**config.mk**
```make
export PLATFORM = sky130hd
export DESIGN_NAME = forest_accumulator_flat
export DESIGN_NICKNAME = d
export VERILOG_FILES = /design/src/rtl/forest_pkg.sv /design/src/rtl/forest_accumulator_if.sv /design/src/rtl/forest_accumulator.sv /design/src/flat_wrapper.sv
export SDC_FILE = /design/constraint.sdc
export NUM_CORES = 1
export LEC_CHECK = 0
export CAP_MARGIN = 15
export CORE_ASPECT_RATIO = 0.8
export CORE_MARGIN = 2
export CORE_UTILIZATION = 58
export DETAILED_ROUTE_END_ITERATION = 10
export PLACE_DENSITY = 0.88
export SETUP_SLACK_MARGIN = 0.4
export SYNTH_ARGS = -nofsm -noshare
export SYNTH_HDL_FRONTEND = slang
export SYNTH_SLANG_ARGS = --single-unit
```
**constraint.sdc**
```tcl
create_clock -name clk -period 8.4 [get_ports clk]
set_input_delay 1.68 -clock clk [delete_from_list [all_inputs] [get_ports clk]]
set_output_delay 1.68 -clock clk [all_outputs]
set_load 0.03 [all_outputs]
```
**src/rtl/forest_pkg.sv**
```systemverilog
// Shared types and sizing helpers for the forest inference path: FSM states, default
// dimensions and the tree node record used by the engine and the node-memory loader.
package forest_pkg;

  localparam int unsigned DEFAULT_N_TREES = 64;
  localparam int unsigned DEFAULT_LEAF_W  = 32;
  localparam int unsigned NODE_IDX_W      = 8;
  localparam int unsigned FEAT_IDX_W      = 8;

  typedef enum logic [1:0] {
    IDLE,
    LAUNCH,
    WAIT,
    RESULT
  } forest_state_t;

  typedef struct packed {
    logic signed [DEFAULT_LEAF_W-1:0] value;
    logic [NODE_IDX_W-1:0]            right_child;
    logic [FEAT_IDX_W-1:0]            feature;
    logic                             leaf;
  } tree_node_t;

  // Wide enough that summing n_trees full-scale leaves can never wrap.
  function automatic int unsigned sum_width(input int unsigned n_trees,
                                            input int unsigned leaf_w);
    return leaf_w + int'($clog2(n_trees)) + 1;
  endfunction

endpackage

```
**src/rtl/forest_accumulator_if.sv**
```systemverilog
// Bundles the host command, tree-engine launch/done and result handshake signals
// of the forest accumulator.
interface forest_accumulator_if
  import forest_pkg::*;
#(
  parameter int unsigned N_TREES = DEFAULT_N_TREES,
  parameter int unsigned LEAF_W  = DEFAULT_LEAF_W,
  parameter int unsigned SUM_W   = sum_width(N_TREES, LEAF_W)
) ();

  logic                         start;
  logic [$clog2(N_TREES+1)-1:0] n_trees;
  logic signed [SUM_W-1:0]      threshold;

  logic                         tree_start;
  logic [$clog2(N_TREES)-1:0]   tree_index;
  logic                         tree_done;
  logic signed [LEAF_W-1:0]     leaf_value;

  logic                         busy;
  logic                         result_valid;
  logic                         result_ready;
  logic signed [SUM_W-1:0]      score;
  logic                         prediction;

  modport master (
    output start, n_trees, threshold, tree_done, leaf_value, result_ready,
    input  tree_start, tree_index, busy, result_valid, score, prediction
  );

  modport slave (
    input  start, n_trees, threshold, tree_done, leaf_value, result_ready,
    output tree_start, tree_index, busy, result_valid, score, prediction
  );

endinterface

```
**src/rtl/forest_accumulator.sv**
```systemverilog
// Sequences the tree engine over n_trees trees, sums their leaf values and returns the
// ensemble score plus a thresholded prediction over a valid/ready handshake.
module forest_accumulator
  import forest_pkg::*;
#(
  parameter int unsigned N_TREES = DEFAULT_N_TREES,
  parameter int unsigned LEAF_W  = DEFAULT_LEAF_W,
  parameter int unsigned SUM_W   = sum_width(N_TREES, LEAF_W)
) (
  input logic                 clk,
  input logic                 rst_n,
  forest_accumulator_if.slave bus
);

  localparam int unsigned CNT_W = $clog2(N_TREES + 1);
  localparam int unsigned IDX_W = $clog2(N_TREES);

  forest_state_t           state_q, state_d;
  logic [CNT_W-1:0]        n_eff_q, n_eff_d;
  logic signed [SUM_W-1:0] thr_q, thr_d;
  logic signed [SUM_W-1:0] score_q, score_d;
  logic [IDX_W-1:0]        idx_q, idx_d;
  logic                    tree_start_q, tree_start_d;
  logic                    busy_q, busy_d;
  logic                    valid_q, valid_d;
  logic                    pred_q, pred_d;

  logic [CNT_W-1:0]        n_req;
  logic                    last_tree;
  logic signed [SUM_W-1:0] leaf_ext;

  assign n_req     = (bus.n_trees > CNT_W'(N_TREES)) ? CNT_W'(N_TREES) : bus.n_trees;
  assign last_tree = (CNT_W'(idx_q) == (n_eff_q - CNT_W'(1)));
  assign leaf_ext  = {{(SUM_W - LEAF_W){bus.leaf_value[LEAF_W-1]}}, bus.leaf_value};

  always_ff @(posedge clk or negedge rst_n) begin
    if (!rst_n) begin
      state_q      <= IDLE;
      n_eff_q      <= '0;
      thr_q        <= '0;
      score_q      <= '0;
      idx_q        <= '0;
      tree_start_q <= 1'b0;
      busy_q       <= 1'b0;
      valid_q      <= 1'b0;
      pred_q       <= 1'b0;
    end else begin
      state_q      <= state_d;
      n_eff_q      <= n_eff_d;
      thr_q        <= thr_d;
      score_q      <= score_d;
      idx_q        <= idx_d;
      tree_start_q <= tree_start_d;
      busy_q       <= busy_d;
      valid_q      <= valid_d;
      pred_q       <= pred_d;
    end
  end

  always_comb begin
    state_d = state_q;
    case (state_q)
      IDLE:    if (bus.start) state_d = (n_req == '0) ? RESULT : LAUNCH;
      LAUNCH:  state_d = WAIT;
      WAIT:    if (bus.tree_done) state_d = last_tree ? RESULT : LAUNCH;
      RESULT:  if (bus.result_ready) state_d = IDLE;
      default: state_d = IDLE;
    endcase
  end

  // Outputs are registered from the next state so they line up with state_q.
  always_comb begin
    n_eff_d = n_eff_q;
    thr_d   = thr_q;
    score_d = score_q;
    idx_d   = idx_q;
    case (state_q)
      IDLE: begin
        if (bus.start) begin
          n_eff_d = n_req;
          thr_d   = bus.threshold;
          score_d = '0;
          idx_d   = '0;
        end
      end
      WAIT: begin
        if (bus.tree_done) begin
          score_d = score_q + leaf_ext;
          if (!last_tree) idx_d = idx_q + IDX_W'(1);
        end
      end
      default: ;
    endcase
    tree_start_d = (state_d == LAUNCH);
    busy_d       = (state_d != IDLE);
    valid_d      = (state_d == RESULT);
    // Decide once on entry to RESULT, then hold until the next run completes.
    pred_d       = ((state_d == RESULT) && (state_q != RESULT)) ? (score_d >= thr_d) : pred_q;
  end

  assign bus.tree_start   = tree_start_q;
  assign bus.tree_index   = idx_q;
  assign bus.busy         = busy_q;
  assign bus.result_valid = valid_q;
  assign bus.score        = score_q;
  assign bus.prediction   = pred_q;

endmodule

```
**src/flat_wrapper.sv**
```systemverilog
// flat-port wrapper written by rule: the top's interface ports become plain ports
module forest_accumulator_flat import forest_pkg::*;
#(
  parameter int unsigned N_TREES = DEFAULT_N_TREES,
  parameter int unsigned LEAF_W  = DEFAULT_LEAF_W,
  parameter int unsigned SUM_W   = sum_width(N_TREES, LEAF_W)
)
  (clk, rst_n, bus_start, bus_n_trees, bus_threshold, bus_tree_done, bus_leaf_value, bus_result_ready, bus_tree_start, bus_tree_index, bus_busy, bus_result_valid, bus_score, bus_prediction);
  forest_accumulator_if #(.N_TREES(N_TREES), .LEAF_W(LEAF_W), .SUM_W(SUM_W)) bus_i ();
  input logic clk;
  input logic rst_n;
  input wire logic [$bits(bus_i.start)-1:0] bus_start;
  input wire logic [$bits(bus_i.n_trees)-1:0] bus_n_trees;
  input wire logic [$bits(bus_i.threshold)-1:0] bus_threshold;
  input wire logic [$bits(bus_i.tree_done)-1:0] bus_tree_done;
  input wire logic [$bits(bus_i.leaf_value)-1:0] bus_leaf_value;
  input wire logic [$bits(bus_i.result_ready)-1:0] bus_result_ready;
  output wire logic [$bits(bus_i.tree_start)-1:0] bus_tree_start;
  output wire logic [$bits(bus_i.tree_index)-1:0] bus_tree_index;
  output wire logic [$bits(bus_i.busy)-1:0] bus_busy;
  output wire logic [$bits(bus_i.result_valid)-1:0] bus_result_valid;
  output wire logic [$bits(bus_i.score)-1:0] bus_score;
  output wire logic [$bits(bus_i.prediction)-1:0] bus_prediction;
  assign bus_i.start = bus_start;
  assign bus_i.n_trees = bus_n_trees;
  assign bus_i.threshold = bus_threshold;
  assign bus_i.tree_done = bus_tree_done;
  assign bus_i.leaf_value = bus_leaf_value;
  assign bus_i.result_ready = bus_result_ready;
  assign bus_tree_start = bus_i.tree_start;
  assign bus_tree_index = bus_i.tree_index;
  assign bus_busy = bus_i.busy;
  assign bus_result_valid = bus_i.result_valid;
  assign bus_score = bus_i.score;
  assign bus_prediction = bus_i.prediction;
  forest_accumulator #(.N_TREES(N_TREES), .LEAF_W(LEAF_W), .SUM_W(SUM_W)) u_core (.clk(clk), .rst_n(rst_n), .bus(bus_i));
endmodule
```
# After elaboration in Yosys (flattened, before gate mapping)
# Index checks and enable logic that the tools add are counted.
[classes]
mux = 16
n_eq_ne = 10
magnitude_cmp = 2
n_addsub = 3
n_reduce_logical = 7
[op_table]
columns = ["op", "n"]
rows = [
  ["39-bit two-way mux", 4],
  ["39-bit one-hot mux with 2 select lines", 1],
  ["39-bit by 32-bit adder with 39-bit output", 1],
  ["39-bit greater-or-equal comparator", 1],
  ["6-bit two-way mux", 3],
  ["6-bit one-hot mux with 2 select lines", 1],
  ["2-bit two-way mux", 5],
  ["2-bit inequality test, second input constant", 4],
  ["2-bit one-hot mux with 4 select lines", 1],
  ["6-bit by 7-bit == test with 1-bit output", 1],
  ["7-bit > comparator, second input constant", 1],
  ["7-bit zero test", 1],
  ["7-bit two-way mux", 1],
  ["7-bit by 1-bit subtractor with 7-bit output, second input constant", 1],
  ["6-bit by 1-bit adder with 6-bit output, second input constant", 1],
  ["2-bit == test, second input constant", 3],
  ["2-bit by 1-bit == test with 1-bit output, second input constant", 2],
  ["4-bit AND reduction", 1],
  ["2-bit nonzero test", 2],
  ["2-bit zero test", 1],
  ["2-bit AND reduction", 1],
  ["1-bit logical AND", 1],
]
[word_totals]
inputBits = 83
output_inout_bits = 49
word_cells = 47
ff_bits = 97

# Logic depth before layout (Yosys ltp)
[logic_depth]
depth_word = 8
depth_mapped = 23
depth_no_buf = 23

# Worst setup path before layout
# OpenSTA, ideal clock, no wires.
[synth_path]
kind = "input-to-reg"
startpoint = "in bus_leaf_value[0]"
endpoint = "reg u_core.pred_q, in the netlist u_core.bus.prediction"
path_stages = 21
setup_ns = 0.135
arrival_ns = 5.586
path_buffers = 0
required_ns = 8.265
setup_slack_ns = 2.680
path_cell_list = "ha_1 > fa_1 > a21o_1 > nand3_1 > a21boi_1 > o41a_1 > o21ai_2 > o21ai_0 > a21oi_1 > xor2_1 > o21ai_0 > ha_1 > a21o_1 > a21o_1 > a21oi_1 > o21ai_0 > or4b_1 > o22ai_1 > mux2i_1 > and3_1 > o31ai_1"
[synth_between]
elab_chain_cells = 4
[synth_lines]
columns = ["element", "line", "rtl"]
rows = [
  ["start, declared", "flat_wrapper.sv:16", "input wire logic [$bits(bus_i.leaf_value)-1:0] bus_leaf_value;"],
  ["39-bit by 32-bit adder with 39-bit output", "forest_accumulator.sv:88", "score_d = score_q + leaf_ext;"],
  ["39-bit two-way mux", "forest_accumulator.sv:87", "if (bus.tree_done) begin"],
  ["39-bit one-hot mux with 2 select lines", "forest_accumulator.sv:77", "case (state_q)"],
  ["net u_core.score_d[20]", "forest_accumulator.sv:21", "logic signed [SUM_W-1:0] score_q, score_d;"],
  ["39-bit greater-or-equal comparator", "forest_accumulator.sv:98", "pred_d = ((state_d == RESULT) && (state_q != RESULT)) ? (score_d >= thr_d) : pred_q;"],
  ["end signal, assigned", "forest_accumulator.sv:56", "pred_q <= pred_d;"],
  ["end, declared", "forest_accumulator.sv:26", "logic pred_q, pred_d;"],
]
# The timed path passes the listed nets, and every way through them passes these cells.
# A chain may end at the register's enable or synchronous reset.

# Final worst setup path
# Ends and elaborated chain as after synthesis.

==> metrics <==
number of synthesized flops with an enable pin=0; Top Family by Delay on Critical Path=compound AO/OA/AOI/OAI gates; combinational fraction of design power=62.4%; Mean Syn Cell Area=9.259 sq um; synth warn=0; global-route wire length before repair=30,170 microns; GP Congestion=0.9373; Rows=35; Cell Chain, Critical Path=clkdlybuf4s50_1 -> ha_1 -> fa_1 -> a21o_1 -> nand3_1 -> a21boi_1 -> o41a_1 -> o21ai_2 -> o21ai_0 -> a21oi_1 -> xor2_1 -> o21ai_0 -> ha_1 -> a21o_1 -> a21o_1 -> a21oi_1 -> o21ai_0 -> or4b_1 -> o22ai_1 -> mux2i_1 -> and3_1 -> o31ai_1; Finish-stage setup viols=0; mux contribution to synthesized area=5.873%; Hold Crit Class=flop to flop; Max stage delay cell, worst path=or4b_1; die area=12,990 sq um; Setup TNS=0 ns; Worst Path Class, Setup=primary input to flop; Tot GR Track Use=28.99%; WP buf/inv=1; Netlist cell types=69; worst setup margin=1.937 ns; NumNets Final=1,040; main combinational cell family by area after synthesis=compound AO/OA/AOI/OAI gates; post-cts sizing count=0; clock transition at the registers of the reported paths=0.07 ns; P&R area growth vs syn=24.85%; number of top-level pins=132; Post-Place Setup Slack=1.653 ns; DRT iter0 DRCs=464; LEAKAGE=4.265 nW; critical path required time=8.66 ns; DR vias=6,281; Simple-Gate Fraction of Synth Area=12.28%; Worst Clk Skew=0.008492 ns; register share of total power=24.4%; most frequent cells in the layout=clkdlybuf4s50_1 (130), dfrtp_1 (97), ha_1 (79); CP endpoint kind=flop; Final Critical Period=6.463 ns; WL final=18,640 microns; vias in the first global route=6,284; post-synthesis net count=920; total core area=11,650 sq um; Post-CTS Setup Repair Bufs=0; Bufs on Longest Clock Path=2; TritonCTS clock tree=done; Synth Area in XOR/XNOR=5.623%; post-DP HPWL=14,210 microns; hold buffer count at CTS=0; Post-DRT Antenna Nets=0; post-synth design cell area=7009 sq um; Cell Pwr Density=378.6 nW/um^2; # diodes=0; sequential share of the synthesized area=34.63%; final hold violations=0; maximum number of pins on one net before global-route repair=62; Initial DRT Pass Iterations=5; DRC=0; number of synthesized register bits=97; clock latency on the worst-skew pair=0.35 ns; grt total ovfl=0; share of layout cells above drive strength 1=4.535%; Initial Utilization=60.17%; period utilization=76.94%; clock sink count=97; NetSw=0.001538 W; Slew @ Worst Pin=0.7692 ns; Post-Syn Instances=757; max-slew violation total from the final report=0; die width=126.9 microns; worst vdd ir=0.2036 mV; Root Driver=clkbuf_16; adder-cell share of the synthesized area=14.39%; switching share of power=46.43%; post-DR vias/cell=6.098; WL/cell=18.10 microns; Worst slew margin=48.72%; commonest non-fill, non-tap cell in the layout=clkdlybuf4s50_1; Compound-Gate Fraction of Synth Area=22.78%; H-tree depth=3; outcome=finished, final reports clean; Internal=0.001775 W; CP arrival=6.72 ns; power share of the clock group=13.2%; Inserted Clock Buffers=9; top_reg_cell synth=dfrtp_1; FMAX=154.7 MHz; Max Cap Viol=0; Die Y=102.3 microns; largest fanout on the critical path=4; Worst path max stage delay=0.52 ns; # port buffers=131; CP Launch Type=primary input; initial antenna violation count=0; unrepaired setup endpoints after global routing=false; FFs w/ async S/R, synth=100.0%
[final cells by class]
class                           instances  area [sq um]
Multi-Input combinational cell        578          4275
Clock inverter                          6         71.32
Tap cell                              148         185.2
Timing Repair Buffer                  136          1346
Fill cell                             871          2898
Clock buffer                           10         239.0
Inverter                               55         206.4
Sequential cell                        97          2427
[cells by family after synthesis]
logic type	count (synthesis)
adders and majority gates	80
DFF	97
xor gates and xnor gates	45
AOI/OAI and AO/OA	233
muxes	41
and+or+nand+nor	179
buffers and inverters	82
[routing by layer]
layer	part of all wire (%)	track usage, %	up-vias
met2	48	50.25	256
li1	-	-	2970
met1	44	38.06	3023
met4	1.8	8.876	0
met3	5.9	4.398	32
met5	0	0	-
[through the flow]
step	cell area, sq um	hold slack [ns]	std cells	total power (W)	utilization, %
after floorplan	7009	0.4442	757	0.002234	-
after global routing	8751	0.5018	1030	0.003563	75.12
after CTS	8751	0.4910	1030	0.003297	75.12
final	8751	0.4879	1030	0.003313	75.12
after global placement	8441	0.4713	1014	0.002752	72.46
after detailed placement	8441	0.4750	1014	0.002841	72.46
[worst paths after layout]
| path | slack (ns) | endpoint | from | depth (start not counted) |
|---|---|---|---|---|
| worst max-delay path | 1.94 | u_core.bus.prediction$_DFFE_PN0P_ | bus_leaf_value[0] | 22 |
| worst min-delay path | 0.49 | u_core.thr_q[36]$_DFF_PN0_ | u_core.thr_q[36]$_DFF_PN0_ | 2 |
| worst max register to register | 3.26 | u_core.bus.prediction$_DFFE_PN0P_ | u_core.bus.score[0]$_DFF_PN0_ | 21 |
| worst min register to register | 0.49 | u_core.thr_q[36]$_DFF_PN0_ | u_core.thr_q[36]$_DFF_PN0_ | 2 |
| max in group asynchronous | 5.96 | u_core.thr_q[22]$_DFF_PN0_ | rst_n | 2 |
| min in group asynchronous | 1.28 | u_core.n_eff_q[1]$_DFFE_PN0P_ | rst_n | 1 |
[state kept, by name, indices dropped and copies added, names as in the netlist, named ones only]
signal,count
u_core.bus.busy,1
u_core.bus.prediction,1
u_core.bus.result_valid,1
u_core.bus.score,37
u_core.bus.tree_index,6
u_core.bus.tree_start,1
u_core.n_eff_q,7
u_core.state_q,2
u_core.thr_q,39
[power by group through the flow]
stage	Clock, W	Combinational [W]	Sequential (W)
floorplan	0	0.00131	0.000927
global placement	0	0.00195	0.000800
detailed placement	0	0.00203	0.000812
CTS	0.000443	0.00205	0.000805
global route	0.000462	0.00227	0.000828
finish	0.000438	0.00207	0.000807
[Yosys cell counts (all sizes together) (2+ instances only)]
library cell,instances,area share [%]
nand3b,8,0.86
a21oi,49,3.6
mux2i,40,5.7
nor2,39,2.1
nand3,11,0.79
a21o,49,5.2
xnor2,21,2.6
nand4b,2,0.25
a32o,2,0.29
buf,3,0.20
a22o,3,0.37
a221oi,3,0.55
dfrtp,97,35
o31ai,7,0.75
nand4,16,1.4
o21ai,67,4.9
nand2b,4,0.36
o311ai,2,0.25
o211a,2,0.29
inv,55,2.9
nor4,3,0.27
and3,7,0.62
o41a,2,0.32
a41oi,2,0.46
o21bai,6,0.64
xor2,24,3.0
a2111oi,2,0.34
nand2,66,3.5
nor3,8,0.57
nor2b,4,0.36
o211ai,2,0.29
o21a,12,1.3
clkbuf,24,1.3
o22ai,2,0.18
ha,79,14
and2,4,0.36
a211oi,3,0.39
a31oi,5,0.66
a41o,2,0.29
a311oi,3,0.71
[worst reg2reg max path, delay by kind of cell, from the launching register on]
kind / cells / cell delay (ns)
AOI/OAI and AO/OA: 13 / 2.66
muxes: 1 / 0.10
adders and majority gates: 3 / 1.00
DFF: 1 / 0.40
and+or+nand+nor: 3 / 0.83
xor gates and xnor gates: 1 / 0.08
(Power assumes the default switching activity.)
